File: src/rtl/lab_pkg.sv
// Shared definitions for the BCD-to-binary converter: FSM state encoding and
// the digit limits used by the validity check and the reverse double-dabble correction.
package lab_pkg;

    typedef enum logic [1:0] {
        StIdle = 2'd0,
        StConv = 2'd1,
        StDone = 2'd2
    } state_e;

    localparam logic [3:0] DIGIT_MAX  = 4'd9;
    localparam logic [3:0] ADJ_THRESH = 4'd8;
    localparam logic [3:0] ADJ_VALUE  = 4'd3;

endpackage

File: src/rtl/bcd_digit_adjust.sv
// Per-digit correction for the reverse double-dabble: a digit that reads 8 or
// more after the right shift is reduced by 3.
module bcd_digit_adjust
    import lab_pkg::*;
(
    input  logic [3:0] digit_i,
    output logic [3:0] digit_o
);

    // The correction only fires at >= 8, so the 4-bit subtraction cannot wrap.
    always_comb begin
        digit_o = digit_i;
        if (digit_i >= ADJ_THRESH) begin
            digit_o = digit_i - ADJ_VALUE;
        end
    end

endmodule

File: src/rtl/bcd_to_binary_seq.sv
// Sequential BCD-to-binary converter: one shift/correct iteration per cycle,
// start/done handshake, and an error flag for captured digits above 9.
module bcd_to_binary_seq
    import lab_pkg::*;
#(
    parameter int unsigned DIGITS = 3,
    parameter int unsigned BW     = 10
) (
    input  logic                  Clock,
    input  logic                  Resetn,
    input  logic                  Start,
    input  logic [4*DIGITS-1:0]   BCD_in,
    output logic                  Busy,
    output logic                  Done,
    output logic [BW-1:0]         Bin_out,
    output logic                  Err
);

    localparam int unsigned DW   = 4 * DIGITS;
    localparam int unsigned CntW = $clog2(BW + 1);

    state_e          state_q, state_d;
    logic [CntW-1:0] cnt_q, cnt_d;
    logic [DW-1:0]   dig_q, dig_d;
    logic [BW-1:0]   bin_q, bin_d;
    logic [BW-1:0]   bin_out_q, bin_out_d;
    logic            err_q, err_d;

    logic [DW-1:0]   dig_sh;
    logic [DW-1:0]   dig_adj;
    logic [BW-1:0]   bin_sh;
    logic            bcd_invalid;
    logic            last_iter;

    // Digit 0 LSB falls into the binary register MSB.
    assign {dig_sh, bin_sh} = {dig_q, bin_q} >> 1;

    for (genvar g = 0; g < DIGITS; g++) begin : g_adj
        bcd_digit_adjust u_adj (
            .digit_i (dig_sh[4*g +: 4]),
            .digit_o (dig_adj[4*g +: 4])
        );
    end

    always_comb begin
        bcd_invalid = 1'b0;
        for (int i = 0; i < DIGITS; i++) begin
            if (BCD_in[4*i +: 4] > DIGIT_MAX) begin
                bcd_invalid = 1'b1;
            end
        end
    end

    assign last_iter = (cnt_q == CntW'(BW - 1));

    always_comb begin
        state_d   = state_q;
        cnt_d     = cnt_q;
        dig_d     = dig_q;
        bin_d     = bin_q;
        bin_out_d = bin_out_q;
        err_d     = err_q;

        unique case (state_q)
            StIdle: begin
                if (Start) begin
                    dig_d = BCD_in;
                    bin_d = '0;
                    cnt_d = '0;
                    err_d = bcd_invalid;
                    if (bcd_invalid) begin
                        bin_out_d = '0;
                        state_d   = StDone;
                    end else begin
                        state_d = StConv;
                    end
                end
            end
            StConv: begin
                dig_d = dig_adj;
                bin_d = bin_sh;
                cnt_d = cnt_q + 1'b1;
                if (last_iter) begin
                    bin_out_d = bin_sh;
                    state_d   = StDone;
                end
            end
            StDone: begin
                state_d = StIdle;
            end
            default: begin
                state_d = StIdle;
            end
        endcase
    end

    always_ff @(posedge Clock or negedge Resetn) begin
        if (!Resetn) begin
            state_q   <= StIdle;
            cnt_q     <= '0;
            dig_q     <= '0;
            bin_q     <= '0;
            bin_out_q <= '0;
            err_q     <= 1'b0;
        end else begin
            state_q   <= state_d;
            cnt_q     <= cnt_d;
            dig_q     <= dig_d;
            bin_q     <= bin_d;
            bin_out_q <= bin_out_d;
            err_q     <= err_d;
        end
    end

    assign Busy    = (state_q == StConv);
    assign Done    = (state_q == StDone);
    assign Bin_out = bin_out_q;
    assign Err     = err_q;

    // A correct conversion consumes every BCD weight, leaving no residue in the digits.
    residual_zero_a : assert property (
        @(posedge Clock) disable iff (!Resetn)
        (state_q == StConv && last_iter) |-> (dig_adj == '0)
    );

endmodule

File: config.mk
export PLATFORM = sky130hd
export DESIGN_NAME = bcd_to_binary_seq
export DESIGN_NICKNAME = d
export VERILOG_FILES = /design/src/rtl/lab_pkg.sv /design/src/rtl/bcd_digit_adjust.sv /design/src/rtl/bcd_to_binary_seq.sv
export SDC_FILE = /design/constraint.sdc
export NUM_CORES = 1
export LEC_CHECK = 0
export CORE_ASPECT_RATIO = 1.75
export CORE_MARGIN = 1
export CORE_UTILIZATION = 50
export CTS_BUF_LIST = sky130_fd_sc_hd__clkbuf_4
export DETAILED_ROUTE_END_ITERATION = 16
export PLACE_DENSITY = 0.83
export SETUP_SLACK_MARGIN = 0.15
export SLEW_MARGIN = 20
export SYNTH_ARGS = -nofsm -noshare
export SYNTH_HDL_FRONTEND = slang
export SYNTH_SLANG_ARGS = --single-unit
File: constraint.sdc
create_clock -name Clock -period 1.4 [get_ports Clock]
set_clock_uncertainty 0.15 [all_clocks]
set_input_delay 0.28 -clock Clock [delete_from_list [all_inputs] [get_ports Clock]]
set_output_delay 0.28 -clock Clock [all_outputs]
set_load 0.05 [all_outputs]
==> results of run 1 <==
==> registers in the layout, summed over array words and instances (netlist names) <==
| name | flops |
|---|---|
| Err | 1 |
| state_q | 2 |
| cnt_q | 4 |
| Bin_out | 10 |
| dig_q | 12 |
| bin_q | 9 |
==> repair_timing <==
item                                    in CTS  in global routing
hold buffers                                 1                  0
endpoints found under the setup margin      51                 51
cloned                                       2                  0
pin swaps                                   10                 10
setup buffers                               19                  6
hold endpoints to repair                    38                  0
gates resized for setup                     29                  8
==> metal layers <==
metal	share of wire	track usage
met4	0.065	0.2312
met2	0.56	0.5504
met5	0	0
met3	0.043	0.05018
met1	0.34	0.3174
==> final timing paths <==
path | to | cells past startpoint | slack (ns) | startpoint
max | dig_q[10] | 8 | -0.33 | state_q[0]
max reg2reg | dig_q[10] | 8 | -0.33 | state_q[0]
min reg2reg | bin_q[2] | 2 | 0.40 | bin_q[3]
min | bin_q[9] | 3 | 0.26 | Resetn
max in group asynchronous | state_q[1] | 3 | 0.63 | Resetn
min in group Clock | dig_q[0] | 2 | 0.40 | BCD_in[0]
==> synth_stat cells, types with 5 or more instances <==
master	number	share of area
a221o_1	5	0.025
a22oi_1	5	0.019
buf_2	7	0.018
dfrtp_1	38	0.48
ha_1	6	0.038
inv_1	15	0.028
nand2_1	27	0.051
nand3_1	24	0.060
nand4_1	10	0.031
nor2_1	5	0.0094
nor2b_1	14	0.044
o211ai_1	11	0.041
o21ai_0	7	0.018
==> stage by stage <==
step | instance area (um^2) | util | setup slack, ns | TNS (ns) | hold WS [ns]
after CTS | 3029 | 0.7912 | -0.2955 | -7.982 | 0.2641
final | 3104 | 0.8108 | -0.3329 | -9.743 | 0.2599
after floorplan | 2097 | - | -0.01575 | -0.1268 | -0.1656
after detailed placement | 2673 | 0.6980 | -0.4712 | -14.08 | 0.1140
after global placement | 2673 | 0.6980 | -0.4088 | -12.46 | 0.1069
after global routing | 3104 | 0.8108 | -0.3720 | -11.50 | 0.2822
==> critical path: stages, from the launching register on <==
cell	delay (ns)
dfrtp_1	0.43
buf_6	0.13
buf_6	0.12
buf_6	0.11
nor3b_4	0.30
buf_4	0.18
buf_6	0.11
a22oi_2	0.06
nand2_1	0.09
==> power groups by stage <==
stage	clock network [uW]	logic (uW)	registers, uW
finish	778	3030	1720
floorplan	0	1330	1810
detailed placement	0	2240	1710
global route	837	3200	1750
CTS	769	2760	1680
global placement	0	2200	1690
==> layout make-up <==
type,count,area share
Multi-Input combinational cell,141,0.3325
Sequential cell,38,0.3067
Timing Repair Buffer,86,0.2938
Inverter,16,0.02096
Tap cell,48,0.01935
Clock inverter,3,0.01451
Clock buffer,5,0.01209
==> cells by family (layout without fill, tap and decap cells) <==
group / count (synthesis) / in the layout
buffers and inverters: 32 / 110
multiplexers: 3 / 3
AND/OR/NAND/NOR: 89 / 89
flip-flops: 38 / 38
AO/OA/AOI/OAI: 37 / 38
adder cells (fa/ha/maj): 6 / 6
XOR/XNOR: 5 / 5
==> results.toml, run 1 <==
[power]
p_switching_uw = 2213
internal-power_uw = 3309
p_leak_uw = 0.001416
seq_power_share = 0.311
swShare = 0.4007
clkPwrFrac = 0.141
peakVddDrop_mv = 1.377
total_power_uw = 5522
cellPowerDensity_mw_per_mm2 = 1779
combinationalPowerShare = 0.548

[sta]
max_freq_mhz = 577.1
period_minus_slack_ns = 1.733
slew_viol_final = 0
hold_violations = 0
slew_headroom = 0.6914
finalCritPeriodShare = 1.238
setup_violations = 41
worstMarginPinSlew_ns = 0.4580
fin_ws_ns = -0.3329
rsz0062_at_grt = "true"

[critical_path]
cp-start-kind = "register"
worstSetupPathType = "register to register"
worst_ep_required_time_ns = 1.55
timing.critical_path.arrival_ns = 1.89
cp_max_fo = 4
endpoint_kind = "register"

[synth]
synth_xor_area_frac = 0.02200
synth_seq_cells = 38
synth_top_family_by_area = "simple AND/OR/NAND/NOR gates"
yosysUniqueCellTypes = 36
netlist_instances = 210
muxShareOfSynthArea = 0.01571
syn_area_mm2 = 0.001991
syn-num-nets = 231
syn_avg_cell_area_um2 = 9.479
ys_async_sr_fraction = 1.000
synth_edf_count = 0
synthSimpleGateAreaFrac = 0.2338
synth_adder_area_share = 0.03771
synth_ff_type = "dfrtp_1"
yosys_warnings = 0
synth_seq_area_share = 0.4777
synth_compound_area_frac = 0.1364

[die]
ioPinCount = 28
start_util = 0.5199
core_region_area_mm2 = 0.003829
fp.dieW_um = 49.70
fp.dieH_um = 85.47
die_area_mm2 = 0.004247
num_rows = 30

[placement]
hpwlAfterDp_um = 3477
gp_congestion = 0.8493
dp_cells = 301
portBuffers = 27

[run_status]
violations = "setup timing"
status = "finished with violations"

[routing]
wl_per_cell_um = 18.91
via_count = 1990
drc = 0
wl_um = 6372
drtAntennaViolNets = 0
viasPerCell = 5.905
dr.pass1.iters = 5
drt-initial-drc-count = 77

[clock_network]
clk_latency_ns = 0.36
cts_buffers = 5
cts_tree = "yes"
htreeDepth = 2
cts-root-buf = "clkbuf_4"
clk_pin_slew_ns = 0.13
clock-sinks = 38
clk_path_buf_depth = 2

[cells_and_area]
regArea_um2 = 952.2
syn2layout_area_growth_pct = 55.94
mostFrequentLayoutCells = "buf_4 (41), dfrtp_1 (37), nand2_1 (26)"
num_antenna_cells = 0
multiInputGateArea_mm2 = 0.001032
layout_commonest_cell = "buf_4"
instances_no_fill = 337
fin_nets = 309
n_fill_cell = 215
drive_gt1_frac = 0.3737

[global_routing]
grt_pass1_vias = 2105
grt_usage = 0.3109
antenna_found_initial = 0
grt_pass1_wl_um = 9873
gr-total-overflow = 0
grt_max_degree = 39

[min_path]
hold_class = "input port to asynchronous set/reset pin"

[flow_run]
cap_violations = 0
(Power assumes the default switching activity.)
==> run 2, diff against run 1 <==
- ABC_AREA: not set -> 1
- CORE_ASPECT_RATIO: 1.75 -> not set
- HOLD_SLACK_MARGIN: not set -> 0.03
- PLACE_DENSITY: 0.83 -> 0.84
==> results.toml, run 2 <==
[synth]
synthTopCellsByCount = "nand2_1 (41), dfrtp_1 (38), inv_1 (25)"
synth_seq_area_share = 0.5398
yosysTopAreaCell = "dfrtp_1"
netlist_instances = 197
synth_edf_count = 0
synth_area_leaders = "dfrtp_1 (54%), nand2_1 (8.7%), inv_1 (5.3%)"
yosysTopAreaCellShare = 0.5398
synth_ff_type = "dfrtp_1"
syn_avg_cell_area_um2 = 8.943
syn-num-nets = 218
yosysUniqueCellTypes = 23
syn_area_mm2 = 0.001762
yosys_warnings = 0
ys_async_sr_fraction = 1.000
synth_seq_cells = 38
yosysMostFrequentCell = "nand2_1"

[die]
core_region_area_mm2 = 0.003363
start_util = 0.5238
die_area_mm2 = 0.003765
fp.dieH_um = 61.36
fp.dieW_um = 61.36
ioPinCount = 28
num_rows = 21

[run_status]
status = "finished with violations"
violations = "setup timing"

[routing]
via_count = 1968
viasPerCell = 6.268
drc = 0
wl_per_cell_um = 22.94
wl_um = 7203
drtAntennaViolNets = 0
dr.pass1.iters = 7
drt-initial-drc-count = 179

[sta]
period_minus_slack_ns = 1.715
worstMarginPinSlew_ns = 0.3014
slew_headroom = 0.7991
slew_viol_final = 0
finalCritPeriodShare = 1.225
setup_violations = 46
max_freq_mhz = 583.2
hold_violations = 0
rsz0062_at_grt = "true"
fin_ws_ns = -0.3146
tns_ns = -7.841

[critical_path]
cp-start-kind = "register"
worst_ep_required_time_ns = 1.51
cp_max_fo = 11
timing.critical_path.arrival_ns = 1.83
worstSetupPathType = "register to register"
rrSetupSlack_ns = -0.31
endpoint_kind = "register"

[placement]
hpwlAfterDp_um = 2877
portBuffers = 27
gp_congestion = 0.8330

[clock_network]
clk_pin_slew_ns = 0.13
clk_latency_ns = 0.38
clock-sinks = 38
cts_buffers = 5
htreeDepth = 2
cts-root-buf = "clkbuf_4"
cts_tree = "yes"
clk_path_buf_depth = 2

[cells_and_area]
regArea_um2 = 950.9
final_util = 0.9193
num_antenna_cells = 0
layout_commonest_cell = "dfrtp_1"
mostFrequentLayoutCells = "dfrtp_1 (38), nand2_1 (27), buf_4 (26)"
largest_reg_flops = 12
fin_nets = 288
drive_gt1_frac = 0.4366
multiInputGateArea_um2 = 972.2
n_fill_cell = 111
largest_register = "dig_q"
syn2layout_area_growth_pct = 75.50

[global_routing]
grt_pass1_vias = 1875
antenna_found_initial = 0
grt_pass1_wl_um = 9177
grt_max_degree = 39
grt_usage = 0.3575
gr-total-overflow = 0

[power]
p_leak_uw = 0.001418
peakVddDrop_mv = 1.377
cellPowerDensity_mw_per_mm2 = 1910

[min_path]
hold_class = "input port to asynchronous set/reset pin"

[flow_run]
cap_violations = 0
-- run 2: cell types whose count changed in the layout (fill, tap and decap cells not counted), moves of 5 or more --
cell,before,now
buf_4,41,26
nor2b_1,13,0
nand3_1,15,4
buf_6,16,6
nand3_2,9,0
buf_12,14,22
inv_1,15,23
nand2_2,1,8
nand2_4,0,7
o211ai_1,11,5
o21ai_2,1,7
a221o_1,5,0
o22ai_4,0,5
-- run 2: worst max-delay path: stages (launching register included) --
cell and delay, ns:
dfrtp_1 0.44, inv_2 0.08, nor2_4 0.12, buf_4 0.15, inv_6 0.06, o21ai_4 0.13, nand2_2 0.10, buf_12 0.15
nand2_1 0.11, nand2_1 0.10
-- run 2: cell type report --
class                      count  share of cell area
clock inverter                 3            0.005261
multi-input combinational    122              0.3144
timing repair buffer          71              0.2946
clock buffer                   5             0.01214
tap                           46             0.01862
sequential                    38              0.3076
inverter                      29             0.04735
-- run 2: worst paths after layout --
| path | start | end | cells after the start |
|---|---|---|---|
| hold reg to reg | dig_q[11] | dig_q[11] | 2 |
| max in group asynchronous | Resetn | cnt_q[2] | 2 |
| hold / removal | Resetn | dig_q[0] | 2 |
| setup reg to reg | state_q[0] | Bin_out[9] | 9 |
| setup / recovery | state_q[0] | Bin_out[9] | 9 |
| min in group Clock | BCD_in[4] | dig_q[4] | 3 |
-- run 2: cell families (layout without fill, tap and decap cells) --
group	Yosys count	in the layout	synth area share
AND/OR/NAND/NOR	68	68	0.1719
AO/OA/AOI/OAI	46	46	0.1513
flip-flops	38	38	0.5398
buffers and inverters	37	108	0.08452
adder cells (fa/ha/maj)	6	6	0.04261
XOR/XNOR	2	2	0.009945
-- run 2: per-layer routing --
metal | track usage | vias to the layer above | wire length, um | share of wire
met4 | 0.2222 | 0 | 491 | 0.068
met2 | 0.6102 | 159 | 3585 | 0.50
met5 | 0 | - | 0 | 0
met3 | 0.08824 | 52 | 683 | 0.095
met1 | 0.4030 | 954 | 2442 | 0.34
li1 | - | 803 | - | -
-- run 2: report_power, final --
part           total [uW]  internal [uW]  switching, uW
sequential           1720           1390            326
combinational        3600           1670           1930
clock                 588            187            402
total                5900           3250           2660
-- run 2: timing repair --
action,in CTS,in global routing
cloned,1,1
gates resized for setup,63,35
hold endpoints to repair,0,0
setup endpoints to repair,51,51
buffers inserted,15,7
hold buffers,0,0
pin swaps,8,5
-- run 2: through the flow --
step | std cells | hold slack [ns] | instance area [um^2] | total power, uW | setup slack [ns]
finish | 314 | 0.1432 | 3092 | 5904 | -0.3146
global route | 314 | 0.1540 | 3092 | 6148 | -0.5049
CTS | 306 | 0.1435 | 2828 | 4949 | -0.2092
detailed placement | 282 | 0.3272 | 2397 | 3611 | -0.3131
global placement | 282 | 0.3182 | 2397 | 3523 | -0.2686
floorplan | 197 | -0.1656 | 1802 | 2792 | 0.07457
